===== src/rtl/adma_data_fifo.sv =====
// First-word-fall-through word buffer between the ADMA engine and the SD data path.
// Status outputs decode the registered level only; flush and reset clear everything.
module adma_data_fifo #(
    parameter int DATA_WIDTH = 32,
    parameter int DEPTH_LOG2 = 4,
    parameter int AF_LEVEL   = 12,
    parameter int AE_LEVEL   = 4
) (
    input  logic                  CLK,
    input  logic                  RESET_L,
    input  logic                  fifo_write,
    input  logic [DATA_WIDTH-1:0] data_to_fifo,
    input  logic                  fifo_read,
    output logic [DATA_WIDTH-1:0] data_from_fifo,
    input  logic                  fifo_flush,
    output logic                  fifo_full,
    output logic                  fifo_empty,
    output logic                  fifo_almost_full,
    output logic                  fifo_almost_empty,
    output logic [DEPTH_LOG2:0]   fifo_level,
    output logic                  fifo_overflow,
    output logic                  fifo_underflow
);

    localparam int DEPTH = 1 << DEPTH_LOG2;
    localparam logic [DEPTH_LOG2:0] FULL_LVL = (DEPTH_LOG2+1)'(DEPTH);
    localparam logic [DEPTH_LOG2:0] AF_LVL   = (DEPTH_LOG2+1)'(AF_LEVEL);
    localparam logic [DEPTH_LOG2:0] AE_LVL   = (DEPTH_LOG2+1)'(AE_LEVEL);

    logic [DATA_WIDTH-1:0] mem [DEPTH];
    logic [DEPTH_LOG2-1:0] wptr;
    logic [DEPTH_LOG2-1:0] rptr;
    logic [DEPTH_LOG2:0]   level;
    logic                  ovf;
    logic                  unf;
    logic                  push_ok;
    logic                  pop_ok;

    assign fifo_full         = (level == FULL_LVL);
    assign fifo_empty        = (level == '0);
    assign fifo_almost_full  = (level >= AF_LVL);
    assign fifo_almost_empty = (level <= AE_LVL);
    assign fifo_level        = level;
    assign fifo_overflow     = ovf;
    assign fifo_underflow    = unf;

    // A pop on a full FIFO frees the slot the concurrent push lands in.
    assign push_ok = fifo_write && (!fifo_full || fifo_read);
    assign pop_ok  = fifo_read && !fifo_empty;

    assign data_from_fifo = fifo_empty ? '0 : mem[rptr];

    always_ff @(posedge CLK) begin
        if (push_ok && !fifo_flush) begin
            mem[wptr] <= data_to_fifo;
        end
    end

    always_ff @(posedge CLK or negedge RESET_L) begin
        if (!RESET_L) begin
            wptr  <= '0;
            rptr  <= '0;
            level <= '0;
            ovf   <= 1'b0;
            unf   <= 1'b0;
        end else if (fifo_flush) begin
            wptr  <= '0;
            rptr  <= '0;
            level <= '0;
            ovf   <= 1'b0;
            unf   <= 1'b0;
        end else begin
            if (push_ok) begin
                wptr <= wptr + 1'b1;
            end
            if (pop_ok) begin
                rptr <= rptr + 1'b1;
            end
            if (push_ok && !pop_ok) begin
                level <= level + 1'b1;
            end else if (pop_ok && !push_ok) begin
                level <= level - 1'b1;
            end
            if (fifo_write && fifo_full && !fifo_read) begin
                ovf <= 1'b1;
            end
            if (fifo_read && fifo_empty) begin
                unf <= 1'b1;
            end
        end
    end

endmodule


===== config.mk =====
export PLATFORM = sky130hd
export DESIGN_NAME = adma_data_fifo
export DESIGN_NICKNAME = d
export VERILOG_FILES = /design/src/rtl/adma_data_fifo.sv
export SDC_FILE = /design/constraint.sdc
export NUM_CORES = 1
export LEC_CHECK = 0
export BUFFER_PORTS_ARGS = -buffer_cell sky130_fd_sc_hd__buf_2
export CORE_MARGIN = 2
export CORE_UTILIZATION = 50
export CTS_CLUSTER_DIAMETER = 50
export DETAILED_ROUTE_END_ITERATION = 8
export PLACE_DENSITY = 0.69
export SLEW_MARGIN = 20
export SYNTH_ARGS = -nofsm -noshare
export SYNTH_HDL_FRONTEND = slang
export SYNTH_SLANG_ARGS = --single-unit

===== constraint.sdc =====
create_clock -name CLK -period 2.67 [get_ports CLK]
set_clock_uncertainty 0.05 [all_clocks]
set_input_delay 0.1335 -clock CLK [delete_from_list [all_inputs] [get_ports CLK]]
set_output_delay 0.1335 -clock CLK [all_outputs]
set_load 0.02 [all_outputs]

Word level (Yosys, flattened, before mapping)
Memories as Yosys holds them, arrays and structs flattened.
Cells that the tools add are included.
Widths: inputs -> output; s select.
{"block": "totals", "ff_bits": 15, "ram_bits": 512, "in_bits": 37, "out_inout_bits": 43, "wordCells": 48, "mem_count": 1}
{"block": "classes", "addsub": 4, "magnitude_cmp": 2, "eq_ne": 1, "n_mux": 14, "n_reduce_logical": 21}
{"memory": "mem", "words": 16, "width": 32, "read_ports": 1, "rd_ports_with_merged_regs": 0, "write_ports": 1, "line": "30", "source": "logic [DATA_WIDTH-1:0] mem [DEPTH];"}
{"operator": "$mux 32", "n": 1}
{"operator": "$mux 4", "n": 4}
{"operator": "$mux 5", "n": 3}
{"operator": "$add 4x1->4 const B", "n": 2}
{"operator": "$logic_and 1x1->1", "n": 8}
{"operator": "$reduce_bool 2->1", "n": 4}
{"operator": "$logic_not 1->1", "n": 6}
{"operator": "$mux 1", "n": 6}
{"operator": "$add 5x1->5 const B", "n": 1}
{"operator": "$eq 5x5->1 const B", "n": 1}
{"operator": "$ge 5x4->1 const B", "n": 1}
{"operator": "$le 5x3->1 const B", "n": 1}
{"operator": "$logic_not 5->1", "n": 1}
{"operator": "$sub 5x1->5 const B", "n": 1}
{"operator": "$reduce_bool 3->1", "n": 1}
{"operator": "$logic_or 1x1->1", "n": 1}

Longest topological paths before layout
{"block": "depth", "word_depth": 9, "depth_mapped": 9, "ltp_nobuf": 8}

Worst setup path after synthesis
Ideal clock, no wire load.
{"block": "synth_path", "kind": "register to register", "start": "register level[0] (netlist: fifo_level[0])", "end": "memory mem[12][0] (enable)", "setup_time_ns": 0.421, "t_arrival_ns": 2.516, "required_time_ns": 2.199, "path_slack_ns": -0.317, "path_stages_with_launch": 6, "n_path_buf": 1, "synth_period_minus_slack_ns": 2.987, "cell_sequence": "dfrtp_1 > or4_1 > buf_6 > o31a_2 > nand2_1 > nor2_1"}
{"block": "synth_between", "elab_chain_len": 7}
{"element": "start: declaration", "line": "33", "source": "logic [DEPTH_LOG2:0] level;"}
{"element": "start signal: assignment", "line": "80", "source": "level <= level + 1'b1;"}
{"element": "start signal: assignment", "line": "82", "source": "level <= level - 1'b1;"}
{"element": "$eq 5x5->1", "line": "39", "source": "assign fifo_full = (level == FULL_LVL);"}
{"element": "$logic_not 1->1", "line": "48", "source": "assign push_ok = fifo_write && (!fifo_full || fifo_read);"}
{"element": "$logic_or 1x1->1", "line": "48"}
{"element": "$logic_and 1x1->1", "line": "48"}
{"element": "$logic_and 1x1->1", "line": "54", "source": "if (push_ok && !fifo_flush) begin"}
{"element": "$mux 1", "line": "54"}
{"element": "$mux 1 (not written as such)", "line": "55", "source": "mem[wptr] <= data_to_fifo;"}
{"element": "end: declaration", "line": "30"}
No other way between the ends.

Worst setup path in the final report
{"block": "layout_path", "start": "register rptr[0]", "end": "output port data_from_fifo[27]"}
{"block": "layout_between", "elab_chain_len": 2}
{"element": "start: declaration", "line": "32", "source": "logic [DEPTH_LOG2-1:0] rptr;"}
{"element": "start signal: assignment", "line": "77", "source": "rptr <= rptr + 1'b1;"}
{"element": "$mem_v2 16x32"}
{"element": "$mux 32", "line": "51", "source": "assign data_from_fifo = fifo_empty ? '0 : mem[rptr];"}
{"element": "end: declaration", "line": "14", "source": "output logic [DATA_WIDTH-1:0] data_from_fifo,"}
No other way between the ends.

==> out/results.txt <==
Routability-driven placement finished with a final weighted congestion of 0.7463. The count of cells along the worst register-to-register path was 7; the post-DP HPWL was 24.68 mm. The maximum resistive drop on vdd is 0.6487 mV, and the share of total power consumed by net switching is 26.75%. For the setup total negative slack, the log shows -0.2483 ns. STA classifies the critical path startpoint as a flop.

The tools report the source of the worst hold timing path as fifo_flush. The post-route clock period utilization was 101.6%. In the final routed layout, each cell accounts on average for 26.37 um. The run gives 2.53 ns as the critical path data arrival time.

The portion of total power attributed to the clock network was 33.4%. The detailed-router iteration count before antenna repair is 5. The number of global-route vias before repair was 10280; the largest driver fanout on the critical path was 7. The buffer type at the clock tree root is sky130_fd_sc_hd__clkbuf_16. The run gives 0 as the total count of hold-check failures in the final report. The checks that failed: negative setup slack. The logs give 6.039 mW for the net switching power figure and 908 for the cell count after synthesis. Hold is met by 0.2762 ns.

The count of buffers inserted at the top-level ports came out at 79. The endpoint identified for the worst register-to-register timing path is fifo_level[4]. Setup repair after global routing could not meet its margin everywhere. The filler cells instantiated in the layout total 2763. In this run the register-to-register setup slack is 0.10 ns. Counting both buffers and inverters, the worst setup path holds a total of 4.

The floorplan has 74 rows. The cell type with the largest total area after synthesis was sky130_fd_sc_hd__edfxtp_1. In this run, CTS created clock tree buffers numbering 54. The worst register-to-register path begins at fifo_level[1]. Timing analysis after detailed placement gives a worst setup slack of 0.04080 ns. The number of placed instances, taps included, is 1524.

A synthesized cell averages 22.50 um2. The logic gate share of total power was 25.3%; the TritonCTS sink count was 527. The first global-routing pass estimated 64.40 mm of wire. The tools report the cell-internal power as 16.54 mW. The worst setup path is of the flop to output port kind. In this run the horizontal extent of the chip is 206.1 um. For this block, the routed nets add up to 44.54 mm of wire. The synthesized netlist occupies a cell area of 20430 um2. For this run, the leading register cell type out of synthesis is sky130_fd_sc_hd__edfxtp_1. The signal on the critical path passes through buf_12, buf_12, clkbuf_16, mux4_2, mux2i_1, o22ai_1, buf_2. sky130_fd_sc_hd__edfxtp_1 is the most common cell in the netlist. The tools report the number of different library cells in the post-synthesis netlist as 46.

The via-per-instance ratio was 5.880; the part of the Yosys area used for sequential elements was 77.11%. For this run, design rule violations remaining after detail routing come to 0. For the initial core utilization, the log shows 50.37%. Cells with a size suffix above 1 make up 36.04% of the layout. For hold timing, the worst endpoint is wptr[2]. Global routing finished with a remaining overflow of 0. The critical path endpoint category is an output port.

In the global route stage, overall resource usage came out at 21.06%. Ranked by instance count, the synthesized netlist is headed by sky130_fd_sc_hd__edfxtp_1 (512), sky130_fd_sc_hd__mux4_2 (128), sky130_fd_sc_hd__mux2i_1 (66). Along the worst hold path, the cell count comes to 3. Detailed routing inserted a total of 9932 vias. The final instance count without filler cells came out at 1689. In this run the biggest area consumer among cell types represents 75.27% of the synthesized area.

The synthesized design contains 512 enable-type register cells. For the finished layout, the period the worst path requires is 2.712 ns. In the synthesized netlist the async set-or-reset flop fraction comes to 2.846%.

The run finished, with violations left. The smallest setup slack after layout is -0.04243 ns, and the height of the die is 206.1 um. Relative to the synthesized area, the layout overhead comes to 22.04%.

The initial antenna violation count is 0. Yosys attributes the largest share of cell area to sky130_fd_sc_hd__edfxtp_1 (75%), sky130_fd_sc_hd__mux4_2 (14%), sky130_fd_sc_hd__mux2i_1 (3.2%). The worst min-delay path category is primary input to flop. The clock tree synthesis step divided the H-tree into 2 levels. The clock-pin slew reported for the worst setup and hold paths after clock tree synthesis came out at 0.06 ns. The number of nets in the synthesized netlist is 955. On the worst path, the slowest cell contributes a delay of 0.53 ns. For the floorplan core area, the log shows 40550 um2. Slowest library cell on the worst path: sky130_fd_sc_hd__mux4_2. In this run, the number of DRC markers left after iteration 0 of detailed routing was 800. The max-capacitance violation count was 0; the clock latency of the later-clocked register in the worst-skew pair was 0.58 ns. The logs give 3 for the number of buffers on the longest clock path and 0 for the number of warnings reported in the yosys synthesis log.

In this run the static leakage power is 7.941 nW. Entering global routing, the biggest net connects 33 pins. The run gives 80 as the count of boundary I/O pins.

The run gives 368.7 MHz as the maximum operating frequency. The cell that appears most often on the critical path is sky130_fd_sc_hd__buf_12. The detail route stage leaves a number of antenna-violating nets equal to 0.

Setup violations remaining at the end of the flow were counted as 10. After synthesis the netlist holds a flip-flop and latch count of 527. The net total in the final layout came out at 1160.

The actual transition at the worst max-transition pin is 0.8692 ns, and the headroom to the max-slew limit is 41.92%. The run gives 2.49 ns as the required time reported for the critical path endpoint. The number of inserted diodes came out at 0. TritonCTS built the clock tree. The power density of the placed cells was 905.7 nW/um2; the share of total power in sequential cells was 41.2%. The cell family with the largest share of critical-path delay is multiplexers.

The total count of max-transition violations in the final report came out at 0. The die covers 42480 um2.
-- worst max-delay path by stage --
stage                        startpoint                 end  slack [ns]  depth (start not counted)
after global placement    fifo_level[1]       fifo_level[4]         0.1                          7
after CTS                       rptr[0]  data_from_fifo[31]       -0.07                          6
after global routing            rptr[0]  data_from_fifo[27]       -0.12                          7
after floorplan           fifo_level[0]          mem[12][0]       -0.32                          5
final                           rptr[0]  data_from_fifo[27]       -0.04                          7
after detailed placement  fifo_level[1]       fifo_level[4]        0.04                          7
-- tightest hold or removal path: cells and delay by family --
kind | cells | cell delay [ns]
and+or+nand+nor | 1 | 0.06
buffers and inverters | 2 | 0.67
-- per-layer routing --
layer | vias up | GRT usage [%] | part of all wire (%)
met5 | - | 0 | 0
met4 | 0 | 6.224 | 2.4
met3 | 69 | 3.264 | 5.5
met2 | 309 | 36.18 | 52
met1 | 5282 | 28.05 | 40
li1 | 4272 | - | -
-- logic make-up after synthesis --
kind of cell,after synthesis,share of synthesized area [%]
buffers and inverters,54,1.152
XOR/XNOR,8,0.3430
adder cells (fa/ha/maj),10,0.6493
multiplexers,197,17.51
AO/OA/AOI/OAI,55,1.960
flip-flops,527,77.11
AND/OR/NAND/NOR,57,1.274
-- stage by stage --
stage / instance area (um2) / util [%] / total power, mW
after global routing: 24930 / 61.47 / 23.36
after global placement: 22070 / 54.43 / 14.12
after CTS: 24510 / 60.44 / 22.18
after detailed placement: 22100 / 54.50 / 14.19
final: 24930 / 61.47 / 22.58
after floorplan: 20430 / - / 12.65
-- repair_timing --
action / in CTS / in global routing
gates cloned: 3 / 9
gates resized for setup: 19 / 26
endpoints found under the hold margin: 538 / 0
setup buffers: 5 / 10
pin swaps: 2 / 1
setup endpoints to repair: 32 / 35
hold buffers: 38 / 0
-- state kept, by name, indices dropped and copies added (netlist names) --
register,count
mem,512
fifo_level,5
rptr,4
wptr,4
fifo_overflow,1
fifo_underflow,1
-- final cells by class --
class,instances,area [um2],share of cell area [%]
flip-flops and latches,527,15760,63.23
well taps,532,665.6,2.670
repair buffers,198,2022,8.111
inverters,5,18.77,0.07529
clock buffers,64,1410,5.657
clock inverters,36,382.9,1.536
multi-input cells,327,4667,18.72
-- power by group through the flow --
stage / logic, mW / registers [mW] / clock network [mW]
finish: 5.71 / 9.31 / 7.55
global route: 6.06 / 9.32 / 7.98
CTS: 5.21 / 9.30 / 7.67
detailed placement: 4.66 / 9.53 / 0
global placement: 4.59 / 9.53 / 0
floorplan: 3.15 / 9.50 / 0
-- cells in the final DEF (no fill, tap or decap), types with 9 or more instances in the layout --
cell                            synthesis  routed
sky130_fd_sc_hd__buf_2                 20      74
sky130_fd_sc_hd__ha_1                   9       9
sky130_fd_sc_hd__mux2i_2                0       9
sky130_fd_sc_hd__clkbuf_16              0      62
sky130_fd_sc_hd__o22ai_1               32      30
sky130_fd_sc_hd__clkinv_1               0      10
sky130_fd_sc_hd__nor2_4                 0      17
sky130_fd_sc_hd__edfxtp_1             512     512
sky130_fd_sc_hd__buf_16                 0       9
sky130_fd_sc_hd__dlygate4sd3_1          0      38
sky130_fd_sc_hd__buf_4                  0      41
sky130_fd_sc_hd__clkinv_2               0       9
sky130_fd_sc_hd__dfrtp_1               15      12
sky130_fd_sc_hd__clkbuf_1              23       9
sky130_fd_sc_hd__buf_12                 0      24
sky130_fd_sc_hd__mux2i_1               66      55
sky130_fd_sc_hd__nor2_1                33      16
sky130_fd_sc_hd__mux4_2               128     128
Note: power is estimated with default switching activity, not from simulation.
